===== src/rtl/uart_link_pkg.sv =====
// Shared UART link constants, FSM encoding, snapshot payload and byte layout.
package uart_link_pkg;

  localparam logic [7:0]  HEADER_DEFAULT = 8'hA5;
  localparam int unsigned PKT_LEN        = 10;
  localparam int unsigned CHK_IDX        = 9;
  localparam int unsigned IDX_W          = 4;
  localparam int unsigned BYTE_W         = 8;
  localparam int unsigned COORD_W        = 12;
  localparam int unsigned SCORE_W        = 4;
  localparam int unsigned DIV_W          = 8;

  // Scheduler FSM encoding
  localparam logic [1:0] ST_IDLE = 2'd0;
  localparam logic [1:0] ST_SNAP = 2'd1;
  localparam logic [1:0] ST_SEND = 2'd2;
  localparam logic [1:0] ST_DONE = 2'd3;

  // Frozen copy of the local game state carried by one packet
  typedef struct packed {
    logic [COORD_W-1:0] xpos;
    logic [COORD_W-1:0] ypos;
    logic [COORD_W-1:0] ball_x;
    logic [COORD_W-1:0] ball_y;
    logic [SCORE_W-1:0] score1;
    logic [SCORE_W-1:0] score2;
    logic               endgame;
    logic               whistle;
    logic               last_touch;
  } snap_t;

  // Packet byte at position idx; idx CHK_IDX carries the running checksum
  function automatic logic [BYTE_W-1:0] pkt_byte(
    input snap_t             s,
    input logic [IDX_W-1:0]  idx,
    input logic [BYTE_W-1:0] hdr,
    input logic [BYTE_W-1:0] chk
  );
    logic [BYTE_W-1:0] b;
    case (idx)
      4'd0:    b = hdr;
      4'd1:    b = s.xpos[11:4];
      4'd2:    b = {s.xpos[3:0], s.ypos[11:8]};
      4'd3:    b = s.ypos[7:0];
      4'd4:    b = s.ball_x[11:4];
      4'd5:    b = {s.ball_x[3:0], s.ball_y[11:8]};
      4'd6:    b = s.ball_y[7:0];
      4'd7:    b = {s.score1, s.score2};
      4'd8:    b = {5'b00000, s.endgame, s.whistle, s.last_touch};
      4'd9:    b = chk;
      default: b = 8'h00;
    endcase
    return b;
  endfunction

endpackage


===== src/rtl/uart_frame_scheduler_mux.sv =====
// Combinational packet byte selector: snapshot + index + checksum -> byte.
module uart_pkt_mux
  import uart_link_pkg::*;
#(
  parameter logic [7:0] HEADER = HEADER_DEFAULT
) (
  input  snap_t             i_snap,
  input  logic [IDX_W-1:0]  i_idx,
  input  logic [BYTE_W-1:0] i_chk,
  output logic [BYTE_W-1:0] o_byte
);

  // Byte layout lives in the package so the deframer decodes the same map
  always_comb begin
    o_byte = pkt_byte(i_snap, i_idx, HEADER, i_chk);
  end

endmodule


===== src/rtl/uart_frame_scheduler.sv =====
// Frame-tick driven packet scheduler: snapshots game state and streams a
// fixed 10-byte packet to the UART TX byte port over valid/ready.
module uart_frame_scheduler
  import uart_link_pkg::*;
#(
  parameter logic [7:0]  HEADER       = HEADER_DEFAULT,
  parameter int unsigned PERIOD_TICKS = 1
) (
  input  logic                clk65MHz,
  input  logic                rst_n,
  input  logic                frame_tick,
  input  logic [COORD_W-1:0]  xpos_mux,
  input  logic [COORD_W-1:0]  ypos_mux,
  input  logic [COORD_W-1:0]  ball_xpos,
  input  logic [COORD_W-1:0]  ball_ypos,
  input  logic [SCORE_W-1:0]  score_pl1,
  input  logic [SCORE_W-1:0]  score_pl2,
  input  logic                endgame,
  input  logic                whistle,
  input  logic                last_touch,
  output logic [BYTE_W-1:0]   tx_data,
  output logic                tx_valid,
  input  logic                tx_ready,
  output logic                busy,
  output logic                pkt_done,
  output logic [7:0]          overrun_cnt
);

  localparam logic [DIV_W-1:0] DIV_LAST  = DIV_W'(PERIOD_TICKS - 1);
  localparam logic [IDX_W-1:0] IDX_CHK   = IDX_W'(CHK_IDX);
  localparam logic [IDX_W-1:0] IDX_FIRST = IDX_W'(1);
  localparam logic [IDX_W-1:0] IDX_LAST  = IDX_W'(CHK_IDX - 1);

  logic [1:0]        r_state, w_state_nxt;
  logic [DIV_W-1:0]  r_div,   w_div_nxt;
  snap_t             r_snap,  w_snap_nxt;
  logic [IDX_W-1:0]  r_idx,   w_idx_nxt;
  logic [BYTE_W-1:0] r_chk,   w_chk_nxt;
  logic [BYTE_W-1:0] r_tx_data, w_tx_data_nxt;
  logic              r_tx_valid, w_tx_valid_nxt;
  logic              r_busy,  w_busy_nxt;
  logic              r_pkt_done, w_pkt_done_nxt;
  logic [7:0]        r_ovr,   w_ovr_nxt;

  logic              w_send;
  logic              w_hs;
  logic [IDX_W-1:0]  w_idx_inc;
  logic [BYTE_W-1:0] w_chk_upd;
  logic [BYTE_W-1:0] w_next_byte;

  // Byte that follows the one currently on the port, using the updated checksum
  uart_pkt_mux #(
    .HEADER (HEADER)
  ) u_mux (
    .i_snap (r_snap),
    .i_idx  (w_idx_inc),
    .i_chk  (w_chk_upd),
    .o_byte (w_next_byte)
  );

  // Tick divider, overrun counter and handshake helpers
  always_comb begin
    w_send    = frame_tick && (r_div == DIV_LAST);
    w_div_nxt = r_div;
    if (frame_tick) begin
      w_div_nxt = (r_div == DIV_LAST) ? '0 : r_div + DIV_W'(1);
    end
    w_ovr_nxt = r_ovr;
    if (w_send && (r_state != ST_IDLE) && (r_ovr != 8'hFF)) begin
      w_ovr_nxt = r_ovr + 8'd1;
    end
    w_hs      = r_tx_valid && tx_ready;
    w_idx_inc = r_idx + IDX_W'(1);
    w_chk_upd = r_chk;
    if ((r_idx >= IDX_FIRST) && (r_idx <= IDX_LAST)) begin
      w_chk_upd = r_chk ^ r_tx_data;
    end
  end

  // Next-state and registered-output logic of the packet FSM
  always_comb begin
    w_state_nxt    = r_state;
    w_snap_nxt     = r_snap;
    w_idx_nxt      = r_idx;
    w_chk_nxt      = r_chk;
    w_tx_data_nxt  = r_tx_data;
    w_tx_valid_nxt = r_tx_valid;
    w_busy_nxt     = r_busy;
    w_pkt_done_nxt = 1'b0;
    case (r_state)
      ST_IDLE: begin
        if (w_send) begin
          w_state_nxt = ST_SNAP;
        end
      end
      ST_SNAP: begin
        w_snap_nxt.xpos       = xpos_mux;
        w_snap_nxt.ypos       = ypos_mux;
        w_snap_nxt.ball_x     = ball_xpos;
        w_snap_nxt.ball_y     = ball_ypos;
        w_snap_nxt.score1     = score_pl1;
        w_snap_nxt.score2     = score_pl2;
        w_snap_nxt.endgame    = endgame;
        w_snap_nxt.whistle    = whistle;
        w_snap_nxt.last_touch = last_touch;
        w_chk_nxt      = '0;
        w_idx_nxt      = '0;
        w_busy_nxt     = 1'b1;
        w_tx_valid_nxt = 1'b1;
        w_tx_data_nxt  = HEADER;
        w_state_nxt    = ST_SEND;
      end
      ST_SEND: begin
        if (w_hs) begin
          if (r_idx == IDX_CHK) begin
            w_tx_valid_nxt = 1'b0;
            w_busy_nxt     = 1'b0;
            w_pkt_done_nxt = 1'b1;
            w_state_nxt    = ST_DONE;
          end else begin
            w_idx_nxt     = w_idx_inc;
            w_chk_nxt     = w_chk_upd;
            w_tx_data_nxt = w_next_byte;
          end
        end
      end
      ST_DONE: begin
        w_state_nxt = ST_IDLE;
      end
      default: begin
        w_state_nxt = ST_IDLE;
      end
    endcase
  end

  // State and output registers
  always_ff @(posedge clk65MHz or negedge rst_n) begin
    if (!rst_n) begin
      r_state    <= ST_IDLE;
      r_div      <= '0;
      r_snap     <= '0;
      r_idx      <= '0;
      r_chk      <= '0;
      r_tx_data  <= '0;
      r_tx_valid <= 1'b0;
      r_busy     <= 1'b0;
      r_pkt_done <= 1'b0;
      r_ovr      <= '0;
    end else begin
      r_state    <= w_state_nxt;
      r_div      <= w_div_nxt;
      r_snap     <= w_snap_nxt;
      r_idx      <= w_idx_nxt;
      r_chk      <= w_chk_nxt;
      r_tx_data  <= w_tx_data_nxt;
      r_tx_valid <= w_tx_valid_nxt;
      r_busy     <= w_busy_nxt;
      r_pkt_done <= w_pkt_done_nxt;
      r_ovr      <= w_ovr_nxt;
    end
  end

  assign tx_data     = r_tx_data;
  assign tx_valid    = r_tx_valid;
  assign busy        = r_busy;
  assign pkt_done    = r_pkt_done;
  assign overrun_cnt = r_ovr;

endmodule


===== config.mk =====
export PLATFORM = sky130hd
export DESIGN_NAME = uart_frame_scheduler
export DESIGN_NICKNAME = d
export VERILOG_FILES = /design/src/rtl/uart_link_pkg.sv /design/src/rtl/uart_frame_scheduler_mux.sv /design/src/rtl/uart_frame_scheduler.sv
export SDC_FILE = /design/constraint.sdc
export NUM_CORES = 1
export LEC_CHECK = 0
export ABC_AREA = 1
export CORE_MARGIN = 2
export CORE_UTILIZATION = 54
export CTS_CLUSTER_SIZE = 8
export DETAILED_ROUTE_END_ITERATION = 6
export GPL_TIMING_DRIVEN = 0
export PLACE_DENSITY = 0.8
export SYNTH_ARGS = -nofsm -noshare
export SYNTH_HDL_FRONTEND = slang
export SYNTH_HIERARCHICAL = 1
export SYNTH_SLANG_ARGS = --single-unit
export TNS_END_PERCENT = 30

===== constraint.sdc =====
create_clock -name clk65MHz -period 2.6 [get_ports clk65MHz]
set_input_delay 0.39 -clock clk65MHz [delete_from_list [all_inputs] [get_ports clk65MHz]]
set_output_delay 0.39 -clock clk65MHz [all_outputs]
set_load 0.01 [all_outputs]

==> results of run 1 <==
==> placed cells by master (no fill, tap or decap), types with 3 or more instances in the layout <==
cell and count:
buf_4 9, inv_1 43, o22a_1 4, ha_1 9, clkdlybuf4s50_1 79, nand2_2 12, nand3_1 86, o21ai_0 7
dfrtp_1 99, nor2_2 3, nor2_4 4, nand2_1 153, xor2_1 15, mux2_2 59, nor2_1 39, clkbuf_8 9
buf_2 9, inv_2 3
==> how the worst min path moves through the flow <==
stage	startpoint	to	slack, ps	depth (start not counted)
floorplan	rst_n	busy	90	0
global placement	r_state[1]	r_state[1]	480	2
detailed placement	rst_n	r_snap[45]	380	1
CTS	frame_tick	r_div[1]	270	2
global route	frame_tick	r_div[1]	300	2
finish	frame_tick	r_div[1]	280	2
==> per-stage QoR <==
stage	setup TNS (ps)	hold slack (ps)	std cells
3_3_place_gp	-247460	481	777
4_1_cts	0	265	795
3_5_place_dp	0	378	778
5_1_grt	0	304	795
6_report	0	276	795
2_1_floorplan	0	94.4	568
==> flip-flops by register name (all words and copies together) (netlist names) <==
signal,count
busy,1
r_div,8
r_state,2
r_idx,4
overrun_cnt,8
pkt_done,1
r_snap,59
r_chk,8
tx_data,8
==> cells by family (layout without fill, tap and decap cells) <==
| logic type | Yosys count | count (layout) |
|---|---|---|
| AO/OA/AOI/OAI | 15 | 15 |
| flip-flops | 99 | 99 |
| AND/OR/NAND/NOR | 305 | 305 |
| adder cells (fa/ha/maj) | 9 | 9 |
| multiplexers | 59 | 59 |
| XOR/XNOR | 16 | 16 |
| buffers and inverters | 65 | 163 |
==> worst max-delay path, stage by stage (launching register included) <==
cell and delay, ps:
dfrtp_1 430, inv_1 270, ha_1 380, nor2_2 390, inv_1 90, nor2_1 240
nand2_1 80, nand2_1 80, nor2_1 40, nand2_1 70, nand2_1 70, nand2_1 60
==> per-layer routing <==
layer | vias to the layer above | part of all wire | track usage
li1 | 2026 | - | -
met4 | 0 | 0.015 | 0.0717
met2 | 144 | 0.50 | 0.419
met3 | 14 | 0.060 | 0.0462
met1 | 2026 | 0.43 | 0.351
met5 | - | 0 | 0
==> cell type report <==
cell class	count	area [um2]	area share
Clock inverter	7	60.1	0.00948
Clock buffer	9	124	0.0196
Multi-Input combinational cell	404	2370	0.375
Timing Repair Buffer	82	836	0.132
Sequential cell	99	2480	0.391
Buffer	19	128	0.0202
Inverter	46	173	0.0273
Tap cell	129	161	0.0255
==> what timing repair did <==
| action | in CTS | in global routing |
|---|---|---|
| hold buffers | 1 | 0 |
| resized for setup | 0 | 0 |
| endpoints found under the hold margin | 34 | 0 |
==> power groups by stage <==
stage	combinational [mW]	sequential (mW)	clock (mW)
floorplan	2.22	2.55	0
global placement	2.92	2.63	0
detailed placement	3.03	2.67	0
CTS	3.06	2.64	0.958
global route	3.38	2.72	1.03
finish	3.07	2.64	0.947
==> impl_metrics.toml, run 1 <==
[clocking]
clk_transition_reported_paths_ps = 100
cts_root_buf = "clkbuf_8"
cts.htree.levels = 3
post_cts.repair.setup_buffers = 0
cts-buffers-inserted = 9
clock_tree_from_tritoncts = "yes"
cts_sinks = 99
clkLatencyLatePin_ps = 370
ctsLongestPathBuffers = 2

[logic_synthesis]
synth-main-ff-cell = "dfrtp_1"
netlist-cell-type-count = 28
ys_seq_area_frac = 0.481
synth_fp_nets = 640
synth-edff-count = 0
synthMuxAreaShare = 0.129
synth.yosys.warnings = 6
synth-adder-area-share = 0.0219
synth-compound-area-share = 0.0189
simple_logic_cell_fraction_of_the_synthesized_area = 0.264
synth_area_leader_cell = "dfrtp_1"
synth_most_common_cell = "nand2_1"
netlist.area_leader.share = 0.481
synth_top_family_by_area = "simple AND/OR/NAND/NOR gates"
netlist_top_cells_area = "dfrtp_1 48%, mux2_2 13%, nand2_1 11%"
synth_xor_xnor_area_share = 0.0272
netlist_area_um2 = 5150
synth.ff_latch_count = 99
async_reset_ff_frac = 1.00
netlist_instances = 568
post_synth_most_frequent_cells = "153 x nand2_1, 99 x dfrtp_1, 86 x nand3_1, 59 x mux2_2, 43 x inv_1"
syn-mean-instance-area_um2 = 9.07

[hold_path]
hold_class = "input pin to flip-flop"

[pwr]
cellLeakagePower_nw = 3.06
share_seq_of_total_power = 0.397
pwr-share-clk = 0.142
totalPowerFinal_mw = 6.65
power.internal_mw = 3.95
power.switching_mw = 2.70
p_comb_frac = 0.461
switching_share = 0.406
power.density_nw_per_um2 = 1050
max_vdd_drop_mv = 0.537

[sta]
clock_skew_ps = 16.0
rsz_0062_raised_after_global_routing = "false"
maxClockFrequency_ghz = 0.440
final.setup.worst_slack_ps = 328
worst-slew-pin-transition_ps = 477
timing.final.max_slew_violations = 0
hold_viol_final = 0
relSlewSlack = 0.682
share_of_the_cycle_needed_by_the_critical_path_after_routing = 0.874
final.min_clock_period_ps = 2270
final-setup-viol-count = 0

[critical_path]
r2r-end = "tx_data[6]"
worst-endpoint-arrival_ps = 2580
reg2reg_depth = 11
setup.worst_path.end = "tx_data[6]"
worstPathRequired_ps = 2910
crit_type = "flip-flop to flip-flop"
critical_path_maximum_fanout = 10
critPathCaptureType = "flip-flop"
worst_r2r_startpoint = "r_idx[0]"
worstSetupStartpoint = "r_idx[0]"
reg2reg_slack_ps = 330
critPathLaunchType = "flip-flop"

[layout]
layout-area-overhead-vs-synth_pct = 22.9
insertedDiodeCount = 0
fillCellCount = 721
drive_gt1_frac = 0.182
num-nets-final = 733
stdcell_area_um2 = 6330
final_core_utilization = 0.685

[floorplanning]
num_io_pins = 82
start_util = 0.558
core_box_area_um2 = 9240
fp.dieArea_um2 = 10300
floorplan.rows = 35
die_w_um = 102
floorplan.die.height_um = 102

[placed_design]
hpwlAfterDp_mm = 9.22
finalWeightedCongestion = 0.862
dpl_worst_slack_ps = 369
post_dp_cell_area_um2 = 6140
placement.io_buffers = 80

[route]
detail-route-antenna-nets = 0
drt_pre_antenna_iters = 5
drt_wl_total_mm = 12.2
detailroute.via_count = 4210
drc_violations = 0
vias_per_cell = 5.30
drtIter0Drc = 326
wl_per_cell_um = 15.4

[grt]
first_global_vias = 4141
overflow = 0
maximum_number_of_pins_on_one_net_before_global_route_repair = 66
grt_pass1_wl_mm = 20.3
antenna_found_initial = 0
global_route.usage.total = 0.256

[outcome]
outcome = "finished clean"

[job]
maxCapViolations = 0
Power figures use the tool's default switching activity.
==> run 2: changes to the inputs <==
--- a/config.mk
+++ b/config.mk
@@ -6,12 +6,14 @@
 export NUM_CORES = 1
 export LEC_CHECK = 0
 export ABC_AREA = 1
+export CAP_MARGIN = 20
 export CORE_MARGIN = 2
 export CORE_UTILIZATION = 54
 export CTS_CLUSTER_SIZE = 8
 export DETAILED_ROUTE_END_ITERATION = 6
 export GPL_TIMING_DRIVEN = 0
 export PLACE_DENSITY = 0.8
+export SLEW_MARGIN = 30
 export SYNTH_ARGS = -nofsm -noshare
 export SYNTH_HDL_FRONTEND = slang
 export SYNTH_HIERARCHICAL = 1
==> run 2 against run 1 <==
- non-clock buffer count unchanged
- clock power increased by 12%
- sequential share of layout area decreased by 0.18 points
- count of clock-buffer cells in the layout unchanged
- hold slack got worse by 12 ps
- critical endpoint unchanged
- utilization increased by 0.31 points
- final cell count unchanged
- via count increased by 0.88%
- die area unchanged
- register-to-register slack about the same
- critical path depth unchanged
- sequential power about the same
==> impl_metrics.toml, run 2 (synthesis results as in run 1) <==
[critical_path]
critical_path.cell_chain = "inv_1, ha_1, nor2_2, inv_1, nor2_1, nand2_1, nand2_1, nor2_1, nand2_1, nand2_1, nand2_1"
reg2reg_depth = 11
worstPathRequired_ps = 2920
critPathLaunchType = "flip-flop"
cpMostUsedCell = "nand2_1"
critPathMaxStageDelay_ps = 430
crit_path_top_delay_cell = "dfrtp_1"
critical_path_maximum_fanout = 10
critPathCaptureType = "flip-flop"
worstSetupStartpoint = "r_idx[0]"
worst-endpoint-arrival_ps = 2590
worst_r2r_startpoint = "r_idx[0]"
crit_type = "flip-flop to flip-flop"

[sta]
final-setup-viol-count = 0
relSlewSlack = 0.717
clock_skew_ps = 12.9
timing.final.max_slew_violations = 0
worst-slew-pin-transition_ps = 424
final.min_clock_period_ps = 2280
hold_viol_final = 0
share_of_the_cycle_needed_by_the_critical_path_after_routing = 0.876
worst_hold_slack_ps = 264
rsz_0062_raised_after_global_routing = "false"
fin_tns_setup_ps = 0
maxClockFrequency_ghz = 0.439

[clocking]
clkLatencyLatePin_ps = 380
cts_root_buf = "clkbuf_8"
clock_tree_from_tritoncts = "yes"
ctsLongestPathBuffers = 2
cts-buffers-inserted = 9
cts_sinks = 99
clk_transition_reported_paths_ps = 110
cts.htree.levels = 3

[layout]
insertedDiodeCount = 0
mostFrequentLayoutCell = "nand2_1"
drive_gt1_frac = 0.182
num-nets-final = 733
stdcell_count = 795
stdcell_area_um2 = 6360
fillCellCount = 716
final_core_utilization = 0.689
largest-register = "r_snap"
layout-area-overhead-vs-synth_pct = 23.5
largest_reg_flops = 59
final_cell_mix = "153 x nand2_1, 99 x dfrtp_1, 86 x nand3_1"

[route]
routed_wl_met3_um = 638
drtIter0Drc = 297
wl_per_cell_um = 15.5
top_layer = "met4"
wl_met2_mm = 6.11
detailroute.via_count = 4247
drc_violations = 0
drt_wl_total_mm = 12.3
vias_per_cell = 5.34
drt_pre_antenna_iters = 5
wl_met1_mm = 5.34
detail-route-antenna-nets = 0

[placed_design]
dp_cells = 778
finalWeightedCongestion = 0.862
hpwlAfterDp_mm = 9.24
post_dp_cell_area_um2 = 6140
placement.io_buffers = 80

[floorplanning]
floorplan.die.height_um = 102
num_io_pins = 82
core_box_area_um2 = 9240
floorplan.rows = 35
fp.dieArea_um2 = 10300
die_w_um = 102
start_util = 0.558

[grt]
antenna_found_initial = 0
overflow = 0
maximum_number_of_pins_on_one_net_before_global_route_repair = 64
first_global_vias = 4220
grt_pass1_wl_mm = 20.5
global_route.usage.total = 0.257

[pwr]
max_vdd_drop_mv = 0.500
p_comb_frac = 0.453
share_seq_of_total_power = 0.390
switching_share = 0.403
cellLeakagePower_nw = 3.07
power.density_nw_per_um2 = 1070
power.switching_mw = 2.73
power.internal_mw = 4.05
pwr-share-clk = 0.157

[hold_path]
worst_hold_path.num_cells = 2
min_from = "frame_tick"
hold_class = "input pin to flip-flop"

[outcome]
outcome = "finished clean"

[job]
maxCapViolations = 0
-- run 2: final cells by class --
type                       instances  area (um2)  share of cell area
tap                              129         161              0.0254
clock inverter                     7        85.1              0.0134
multi-input combinational        404        2370               0.373
buffer                            19         128              0.0201
clock buffer                       9         124              0.0195
inverter                          46         173              0.0271
timing repair buffer              82         840               0.132
sequential                        99        2480               0.389
-- run 2: path summary, 6_finish.rpt --
check / end / slack, ps
max: tx_data[6] / 320
min in group asynchronous: overrun_cnt[1] / 480
min reg2reg: r_div[3] / 500
max in group asynchronous: tx_data[5] / 1500
max reg2reg: tx_data[6] / 320
min: r_div[1] / 260
-- run 2: per-layer routing --
metal  vias to the layer above  GRT usage
li1                       2025          -
met1                      2061      0.347
met2                       142      0.423
met3                        19     0.0455
met4                         0     0.0873
met5                         -          0
-- run 2: worst max-delay path, delay by kind of cell (launching register included) --
kind	cells	cell delay, ps
buffers and inverters	2	350
adders and majority gates	1	380
and+or+nand+nor	8	1070
DFF	1	430
-- run 2: what timing repair did --
item / 4_1_cts / 5_1_grt
endpoints found under the hold margin: 36 / 0
setup endpoints to repair: 0 / 0
hold buffers: 1 / 0
setup buffers: 0 / 0
gates resized for setup: 0 / 0
-- run 2: power groups by stage --
stage	combinational (mW)	clock (mW)	sequential, mW
after detailed placement	3.03	0	2.67
after global placement	2.92	0	2.63
after floorplan	2.22	0	2.55
final	3.07	1.06	2.64
after global routing	3.38	1.15	2.72
after CTS	3.06	1.07	2.64
-- run 2: through the flow --
step                      total power [mW]  worst slack, ps
after detailed placement              5.71              362
after floorplan                       4.77              677
after global routing                  7.25              133
after CTS                             6.77              356
after global placement                5.55            -2510
final                                 6.78              322
